`config.mk`:
```
export PLATFORM = sky130hd
export DESIGN_NAME = disp_base_conv
export DESIGN_NICKNAME = d
export VERILOG_FILES = /design/src/rtl/disp_pkg.sv /design/src/rtl/seg7_encode.sv /design/src/rtl/disp_base_conv.sv
export SDC_FILE = /design/constraint.sdc
export NUM_CORES = 1
export LEC_CHECK = 0
export BUFFER_PORTS_ARGS = -buffer_cell sky130_fd_sc_hd__buf_4
export CORE_UTILIZATION = 50
export CTS_CLUSTER_DIAMETER = 200
export CTS_CLUSTER_SIZE = 10
export DETAILED_ROUTE_END_ITERATION = 10
export GPL_TIMING_DRIVEN = 0
export PLACE_DENSITY_LB_ADDON = 0.12
export SLEW_MARGIN = 20
export SYNTH_ARGS = -nofsm -noshare
export SYNTH_HDL_FRONTEND = slang
export SYNTH_SLANG_ARGS = --single-unit
```
`constraint.sdc`:
```
create_clock -name clk -period 2.23 [get_ports clk]
set_input_delay 0 -clock clk [delete_from_list [all_inputs] [get_ports clk]]
set_output_delay 0 -clock clk [all_outputs]
set_load 0.02 [all_outputs]
```
`src/rtl/disp_pkg.sv`:
```
//------------------------------------------------------------------------------
// disp_pkg : mode encodings, blank glyph and FSM state type for disp_base_conv
// Revision : 1.0
//------------------------------------------------------------------------------
`default_nettype none

package disp_pkg;

  localparam logic [1:0] MODE_DEC = 2'b00;
  localparam logic [1:0] MODE_HEX = 2'b01;
  localparam logic [1:0] MODE_OCT = 2'b10;
  localparam logic [1:0] MODE_OFF = 2'b11;

  localparam logic [6:0] SEG_OFF = 7'h7F;

  typedef enum logic [1:0] {
    IDLE      = 2'd0,
    DEC_SHIFT = 2'd1,
    LOAD      = 2'd2
  } state_t;

endpackage

`default_nettype wire

```
`src/rtl/seg7_encode.sv`:
```
//------------------------------------------------------------------------------
// seg7_encode : 4-bit nibble to active-low 7-segment glyph (0-9, A, b, C, d, E, F)
// Revision    : 1.0
//------------------------------------------------------------------------------
`default_nettype none

module seg7_encode (
  input  logic [3:0] nibble,
  output logic [6:0] seg
);

  // bit 0 = segment a ... bit 6 = segment g, 0 lights the segment
  always_comb begin
    seg = 7'h7F;
    case (nibble)
      4'h0: seg = 7'h40;
      4'h1: seg = 7'h79;
      4'h2: seg = 7'h24;
      4'h3: seg = 7'h30;
      4'h4: seg = 7'h19;
      4'h5: seg = 7'h12;
      4'h6: seg = 7'h02;
      4'h7: seg = 7'h78;
      4'h8: seg = 7'h00;
      4'h9: seg = 7'h10;
      4'hA: seg = 7'h08;
      4'hB: seg = 7'h03;
      4'hC: seg = 7'h46;
      4'hD: seg = 7'h21;
      4'hE: seg = 7'h06;
      4'hF: seg = 7'h0E;
      default: seg = 7'h7F;
    endcase
  end

endmodule

`default_nettype wire

```
`src/rtl/disp_base_conv.sv`:
```
//------------------------------------------------------------------------------
// disp_base_conv : sequential WIDTH-bit to NDIG-digit dec/hex/oct 7-seg converter
// Revision       : 1.0
//------------------------------------------------------------------------------
`default_nettype none

module disp_base_conv
  import disp_pkg::*;
#(
  parameter int WIDTH = 8,
  parameter int NDIG  = 3
) (
  input  logic              clk,
  input  logic              rst,
  input  logic              start,
  input  logic [1:0]        mode,
  input  logic [WIDTH-1:0]  value,
  input  logic              blank_lz,
  output logic              busy,
  output logic              done,
  output logic [NDIG*7-1:0] seg
);

  localparam int BCD_W    = NDIG * 4;
  localparam int OCT_W    = NDIG * 3;
  localparam int CNT_W    = $clog2(WIDTH + 1);
  localparam int HEX_DIGS = (WIDTH + 3) / 4;
  localparam int OCT_DIGS = (WIDTH + 2) / 3;

  state_t           r_state;
  logic [1:0]       r_mode;
  logic             r_blank_lz;
  logic [WIDTH-1:0] r_shreg;
  logic [BCD_W-1:0] r_bcd;
  logic [CNT_W-1:0] r_cnt;

  logic [BCD_W-1:0]  w_bcd_adj;
  logic [BCD_W-1:0]  w_hex_pad;
  logic [OCT_W-1:0]  w_oct_pad;
  logic [3:0]        w_nib   [NDIG];
  logic [6:0]        w_glyph [NDIG];
  logic [NDIG-1:0]   w_on;
  logic [NDIG-1:0]   w_show;
  logic [NDIG*7-1:0] w_digit;

  always_comb begin
    for (int d = 0; d < NDIG; d++) begin
      w_bcd_adj[4*d +: 4] = (r_bcd[4*d +: 4] >= 4'd5) ? r_bcd[4*d +: 4] + 4'd3
                                                      : r_bcd[4*d +: 4];
    end
  end

  // Hex/octal read the captured value directly; it is only shifted in decimal mode
  assign w_hex_pad = BCD_W'(r_shreg);
  assign w_oct_pad = OCT_W'(r_shreg);

  always_comb begin
    for (int i = 0; i < NDIG; i++) begin
      w_nib[i] = 4'd0;
      w_on[i]  = 1'b0;
      case (r_mode)
        MODE_DEC: begin
          w_nib[i] = r_bcd[4*i +: 4];
          w_on[i]  = 1'b1;
        end
        MODE_HEX: begin
          w_nib[i] = w_hex_pad[4*i +: 4];
          w_on[i]  = (i < HEX_DIGS);
        end
        MODE_OCT: begin
          w_nib[i] = {1'b0, w_oct_pad[3*i +: 3]};
          w_on[i]  = (i < OCT_DIGS);
        end
        default: ;
      endcase
    end
  end

  // A digit survives blanking if it or any digit above it is nonzero; digit 0 always survives
  always_comb begin
    logic v_nz_above;
    v_nz_above = 1'b0;
    w_show     = '0;
    for (int i = NDIG - 1; i >= 0; i--) begin
      v_nz_above = v_nz_above | (w_nib[i] != 4'd0);
      w_show[i]  = w_on[i] & (~r_blank_lz | v_nz_above | (i == 0));
    end
  end

  for (genvar g = 0; g < NDIG; g++) begin : g_digit
    seg7_encode u_enc (
      .nibble (w_nib[g]),
      .seg    (w_glyph[g])
    );
    assign w_digit[7*g +: 7] = w_show[g] ? w_glyph[g] : SEG_OFF;
  end

  always_ff @(posedge clk or posedge rst) begin
    if (rst) begin
      r_state    <= IDLE;
      busy       <= 1'b0;
      done       <= 1'b0;
      seg        <= {NDIG{SEG_OFF}};
      r_mode     <= MODE_OFF;
      r_blank_lz <= 1'b0;
      r_shreg    <= '0;
      r_bcd      <= '0;
      r_cnt      <= '0;
    end else begin
      done <= 1'b0;
      case (r_state)
        IDLE: begin
          if (start) begin
            r_mode     <= mode;
            r_blank_lz <= blank_lz;
            r_shreg    <= value;
            r_bcd      <= '0;
            r_cnt      <= CNT_W'(WIDTH);
            busy       <= 1'b1;
            r_state    <= (mode == MODE_DEC) ? DEC_SHIFT : LOAD;
          end
        end
        DEC_SHIFT: begin
          r_bcd   <= {w_bcd_adj[BCD_W-2:0], r_shreg[WIDTH-1]};
          r_shreg <= {r_shreg[WIDTH-2:0], 1'b0};
          r_cnt   <= r_cnt - CNT_W'(1);
          if (r_cnt == CNT_W'(1)) r_state <= LOAD;
        end
        LOAD: begin
          seg     <= w_digit;
          done    <= 1'b1;
          busy    <= 1'b0;
          r_state <= IDLE;
        end
        default: r_state <= IDLE;
      endcase
    end
  end

endmodule

`default_nettype wire

```
# Yosys cells after proc, flatten, opt, wreduce, memory -nomap -nowiden
# Memories as Yosys holds them, arrays and structs flattened.
# Cells that the tools add are included.
# Widths: inputs -> output; s select.
# word_totals
regBits	52
romBits	336
memories	3
# op_classes
addsub	4
order_cmp	3
n_eq_ne	7
mux	24
n_bitwise	6
reduce_logical	13
# mem_list
name	words	width	rd	rd_ports_with_merged_regs	write_ports	line_no	rtl
(name not given)	16	7	1	0	0	seg7_encode.sv:15	case (nibble)
(name not given)	16	7	1	0	0	seg7_encode.sv:15	
(name not given)	16	7	1	0	0	seg7_encode.sv:15	
# ops
cell	count
$pmux 12 s2	1
$pmux 4 s3	2
$mux 7	3
$pmux 4 s2	2
$pmux 8 s2	1
$ge 4x3->1 const B	3
$mux 12	1
$mux 4	3
$add 4x2->4 const B	2
$mux 8	1
$reduce_and 2->1	4
$reduce_bool 4->1	2
$logic_not 2->1	3
$mux 2	3
$eq 2x1->1 const B	2
$eq 2x2->1 const B	2
$eq 4x1->1 const B	1
$mux 1	4
$ne 2x2->1 const B	2
$pmux 2 s2	1
$reduce_bool 2->1	2
$sub 4x1->4 const B	1
$add 3x2->3 const B	1
$mux 3	1
other kinds (6)	9

# Logic depth before layout (Yosys ltp)
# depth
word_depth	7
depth_mapped	9
ltp_nobuf	8

# Hierarchy
# A second synthesis with hierarchy kept.
# unflattened
hier_cells	363
hier_area_um2	3555.9
# by_module_without_submodules
mod	n_inst	cells_per_inst	area_each_um2	seq_area_each_um2
disp_base_conv	1	268	2752.6	1330.0
seg7_encode (g_digit[1].u_enc ...)	2	32	275.3	0.0
seg7_encode (g_digit[0].u_enc)	1	31	252.7	0.0

# Worst setup path after synthesis
# OpenSTA, ideal clock, no wires.
# synth_timing
path_kind	register to register
startpoint	register r_mode[0]
endpoint	register seg[3]
arrival_time_ns	2.283
slack_ns	-0.133
path_stages_with_launch	9
path_cell_list	dfstp_2 > buf_6 > or2_1 > buf_6 > o21ai_0 > inv_1 > ha_1 > mux4_2 > o22a_1
# synth_via
elab_chain_cells	4
elab_cells_between_ends	8
classes_between	eq/ne: 2; mux: 3; reduce/logical: 2; memory: 1
# synth_rtl
item	line_no	rtl
start: declaration	disp_base_conv.sv:31	logic [1:0] r_mode;
start signal: assignment	disp_base_conv.sv:114	r_mode <= mode;
$eq 2x2->1, or another cell as far along	disp_base_conv.sv:61	case (r_mode)
$pmux 4 s3 or $reduce_or 3->1 (tied branches)	-	
$mem_v2 16x7 or $mux 1 (tied branches)	-	
$mux 7 (*)	disp_base_conv.sv:95	assign w_digit[7*g +: 7] = w_show[g] ? w_glyph[g] : SEG_OFF;
end signal: assignment	disp_base_conv.sv:103	seg <= {NDIG{SEG_OFF}};
end signal: assignment	disp_base_conv.sv:130	seg <= w_digit;
end: declaration	disp_base_conv.sv:21	output logic [NDIG*7-1:0] seg
# Mark *: on every way between the ends. The rest lies on a longest branch, timed or not.
# A chain may end at the register's enable or synchronous reset.

# Final worst setup path
# layout_timing
startpoint	register r_mode[1]
endpoint	register seg[11]
# layout_via
elab_chain_cells	7
elab_cells_between_ends	14
classes_between	eq/ne: 2; mux: 4; bitwise: 3; reduce/logical: 4; memory: 1
# layout_rtl
item	line_no	rtl
$eq 2x2->1, or another cell as far along	disp_base_conv.sv:61	
$pmux 4 s3 or $pmux 4 s2 (tied branches)	disp_base_conv.sv:61	
$reduce_bool 4->1	disp_base_conv.sv:85	v_nz_above = v_nz_above | (w_nib[i] != 4'd0);
$or 1x1->1	disp_base_conv.sv:85	
$or 1x1->1	disp_base_conv.sv:86	w_show[i] = w_on[i] & (~r_blank_lz | v_nz_above | (i == 0));
$and 1x1->1	disp_base_conv.sv:86	
$mux 7 (*)	disp_base_conv.sv:95	
# Marked as above.

==> metrics.txt <==
site row count 29; all-layer global routing usage 22.9%; Post-DP HPWL 5.51 mm; via count 2,823; highest ir drop seen on vdd 916 µV; initial antenna violation count 0; most used flip-flop cell after synthesis dfrtp_1; Post-Layout Cell Count 491; RSZ-0062 raised after global routing true; DIE AREA 6890 µm²; hold path cells 4; asr flop ratio synth 100%; Mean Syn Cell Area 9.45 µm²; Clock Tree Buf Depth 2; Residual DRC 0; period utilization 101%; H-Tree Depth 2; WL/cell 16.1 µm; DR WL met2 3.88 mm; DP Worst Slack -0.334 ns; failing checks negative setup slack; fin nets 453; Max Slew Vio Count 0; post-synthesis sequential area ratio 40.5%; placed insts 461; #FFs+latches synth 52; first-pass GRT wire length 12.9 mm; DR pass1 iterations 4; leakage 0.00176 µW; Critical-path top delay cell o2bb2ai_1; EDFF count, synth 0; Cell Chain, Critical Path buf_4, mux2i_1, o2bb2ai_1, nor2_1, a211oi_1, o32a_1; PnR worst setup slack -0.0315 ns; Design Power 6120 µW; YS warnings 0; CP Capture Type register; clock skew 0.00280 ns; crit path max fanout 9; final hold viol count 0; Antenna Cells 0; CTS tree done; number of clock sinks 52; Yosys cell types 54; DR iter-0 viols 121; Die X-Extent 83 µm; area grow syn2layout 26.8%; Period minus WS final 2.26 ns; Sequential Area 1330 µm²; Worst R2R Path Depth 6; Met3 Routed Length 251 µm; antenna-violating nets left 0; outcome finished with violations; critical path launch point type register; top-level I/O count 37; port bufs 36; Routed Wire Length 7.93 mm; area occupied by multi-input gates 1920 µm²; Post-Syn Nets 387; # fillers 494; latest clock arrival within the worst-skew pair 0.31 ns; worst slew pin tran 0.794 ns; CP arrival 2.52 ns; Gate Count Post-Synth 347; CTS buffer count 5; Max Cap Viol 0; Hold Path Class input port to register; average vias per placed instance 5.75; GP Congestion 0.887; CTS clk-pin slew, worst paths 0.10 ns; starting density of the core 51.7%; Final setup viols 1; core box area 6350 µm²; Worst EP required 2.48 ns; vias in the first global route 2,635; max_slew headroom 47.1%; final instance area 4160 µm²; area of placed instances 3680 µm²; Mapped Area 3280 µm²; max incr delay on CP 0.67 ns; crit path kind register to register; largest net degree at the start of global routing 35; layout cells sized above 1 32.1%; DRT met1 WL 3.69 mm; Post-Route Setup TNS -0.0315 ns; Top Metal Used met4; grt ovf 0; Power Density 1470 nW/µm²; clock root cell clkbuf_8; maximum operating frequency 0.442 GHz; Die H 83 µm
[worst max-delay path, delay by kind of cell (launching register included)]
kind            cells  cell delay, ns
flops               1            0.63
mux                 1            0.13
buf+inv             1            0.17
compound gates      3            1.16
simple gates        1            0.12
[what timing repair did]
| item | CTS | global route |
|---|---|---|
| cloned | 0 | 1 |
| endpoints found under the hold margin | 23 | 0 |
| pin swaps | 3 | 10 |
| hold buffers | 5 | 0 |
| setup endpoints to repair | 18 | 13 |
| setup buffers | 5 | 11 |
| gates resized for setup | 11 | 24 |
[flip-flops by register name, summed over array words and instances (netlist names)]
name / count
busy: 1
done: 1
r_bcd: 12
r_blank_lz: 1
r_cnt: 4
r_mode: 2
r_shreg: 8
r_state: 2
seg: 21
[placed cells by master (no fill, tap or decap), types with 7 or more instances in the layout]
cell	netlist	routed
dfrtp_1	29	29
and3b_1	7	7
o22ai_1	9	9
nor3_1	8	8
ha_1	26	20
a21oi_1	31	28
nand2_1	23	23
clkbuf_1	10	10
nor2_1	39	38
o21ai_0	18	16
buf_4	1	50
dfstp_2	23	23
a31oi_1	7	7
inv_1	22	16
[cells by family (layout without fill, tap and decap cells)]
logic type	Yosys count	count (layout)	synth area share (%)
AOI/OAI and AO/OA	106	106	21.7
xor gates and xnor gates	5	5	1.33
adders and majority gates	26	26	9.92
buffers and inverters	38	105	5.03
DFF	52	52	40.5
muxes	15	15	5.53
and+or+nand+nor	105	105	15.9
[per-stage QoR]
stage / utilization, % / hold WS (ns)
after floorplan: - / 0.133
after global placement: 57.5 / 0.225
after CTS: 62.1 / 0.100
after global routing: 65.5 / 0.117
after detailed placement: 57.9 / 0.0173
final: 65.5 / 0.106
[synthesized netlist by cell type, types with 2 or more instances]
master | count | share of area (%)
nor3_1 | 8 | 1.2
nor2b_1 | 2 | 0.38
a311oi_1 | 2 | 0.53
a31oi_1 | 7 | 1.3
xnor2_1 | 4 | 1.1
nor3b_1 | 3 | 0.69
clkbuf_1 | 10 | 1.1
a21oi_1 | 31 | 4.7
o22ai_1 | 9 | 1.7
dfstp_2 | 23 | 18
o22a_1 | 2 | 0.53
a211oi_1 | 2 | 0.46
nand2_1 | 23 | 2.6
o32a_1 | 5 | 1.5
mux2i_1 | 8 | 2.4
a32o_1 | 3 | 0.92
o31ai_1 | 3 | 0.69
buf_2 | 3 | 0.46
inv_1 | 22 | 2.5
mux2_2 | 5 | 1.7
mux4_2 | 2 | 1.4
o221ai_1 | 2 | 0.53
or2_2 | 3 | 0.57
nand3_1 | 4 | 0.61
nor2_1 | 39 | 4.5
ha_1 | 26 | 9.9
buf_6 | 2 | 0.69
a21o_1 | 3 | 0.69
and3b_1 | 7 | 1.9
dfrtp_1 | 29 | 22
o21a_1 | 2 | 0.46
a22o_1 | 4 | 1.1
o211ai_1 | 3 | 0.69
nand2b_1 | 7 | 1.3
o21ai_0 | 18 | 2.7
o2bb2ai_1 | 2 | 0.53
nand4_1 | 2 | 0.38
[per-layer routing]
layer,up-vias,GRT usage (%)
li1,1377,-
met2,57,37.6
met4,0,5.80
met1,1378,31.8
met5,-,0
met3,11,3.38
[final cells by class]
class | instances | area share [%]
Buffer | 16 | 2.22
Tap cell | 77 | 2.32
Inverter | 22 | 1.98
Clock inverter | 2 | 0.932
Timing Repair Buffer | 59 | 12.4
Clock buffer | 6 | 1.98
Sequential cell | 52 | 32.0
Multi-Input combinational cell | 257 | 46.2
[power breakdown]
group	internal (µW)	leakage [µW]	switching (µW)
registers	1430	0.000620	289
logic	1680	0.00108	2030
clock network	367	0.0000614	327
total	3470	0.00176	2640
[worst paths after layout]
path                                start    endpoint  slack [ns]
min in group asynchronous             rst        done        0.23
worst min-delay path             value[3]  r_shreg[3]        0.11
worst max-delay path            r_mode[1]     seg[11]       -0.03
max in group asynchronous             rst     seg[18]        1.43
worst max register to register  r_mode[1]     seg[11]       -0.03
worst min register to register       busy        busy        0.49
No activity file was read; power rests on OpenSTA's default activity.
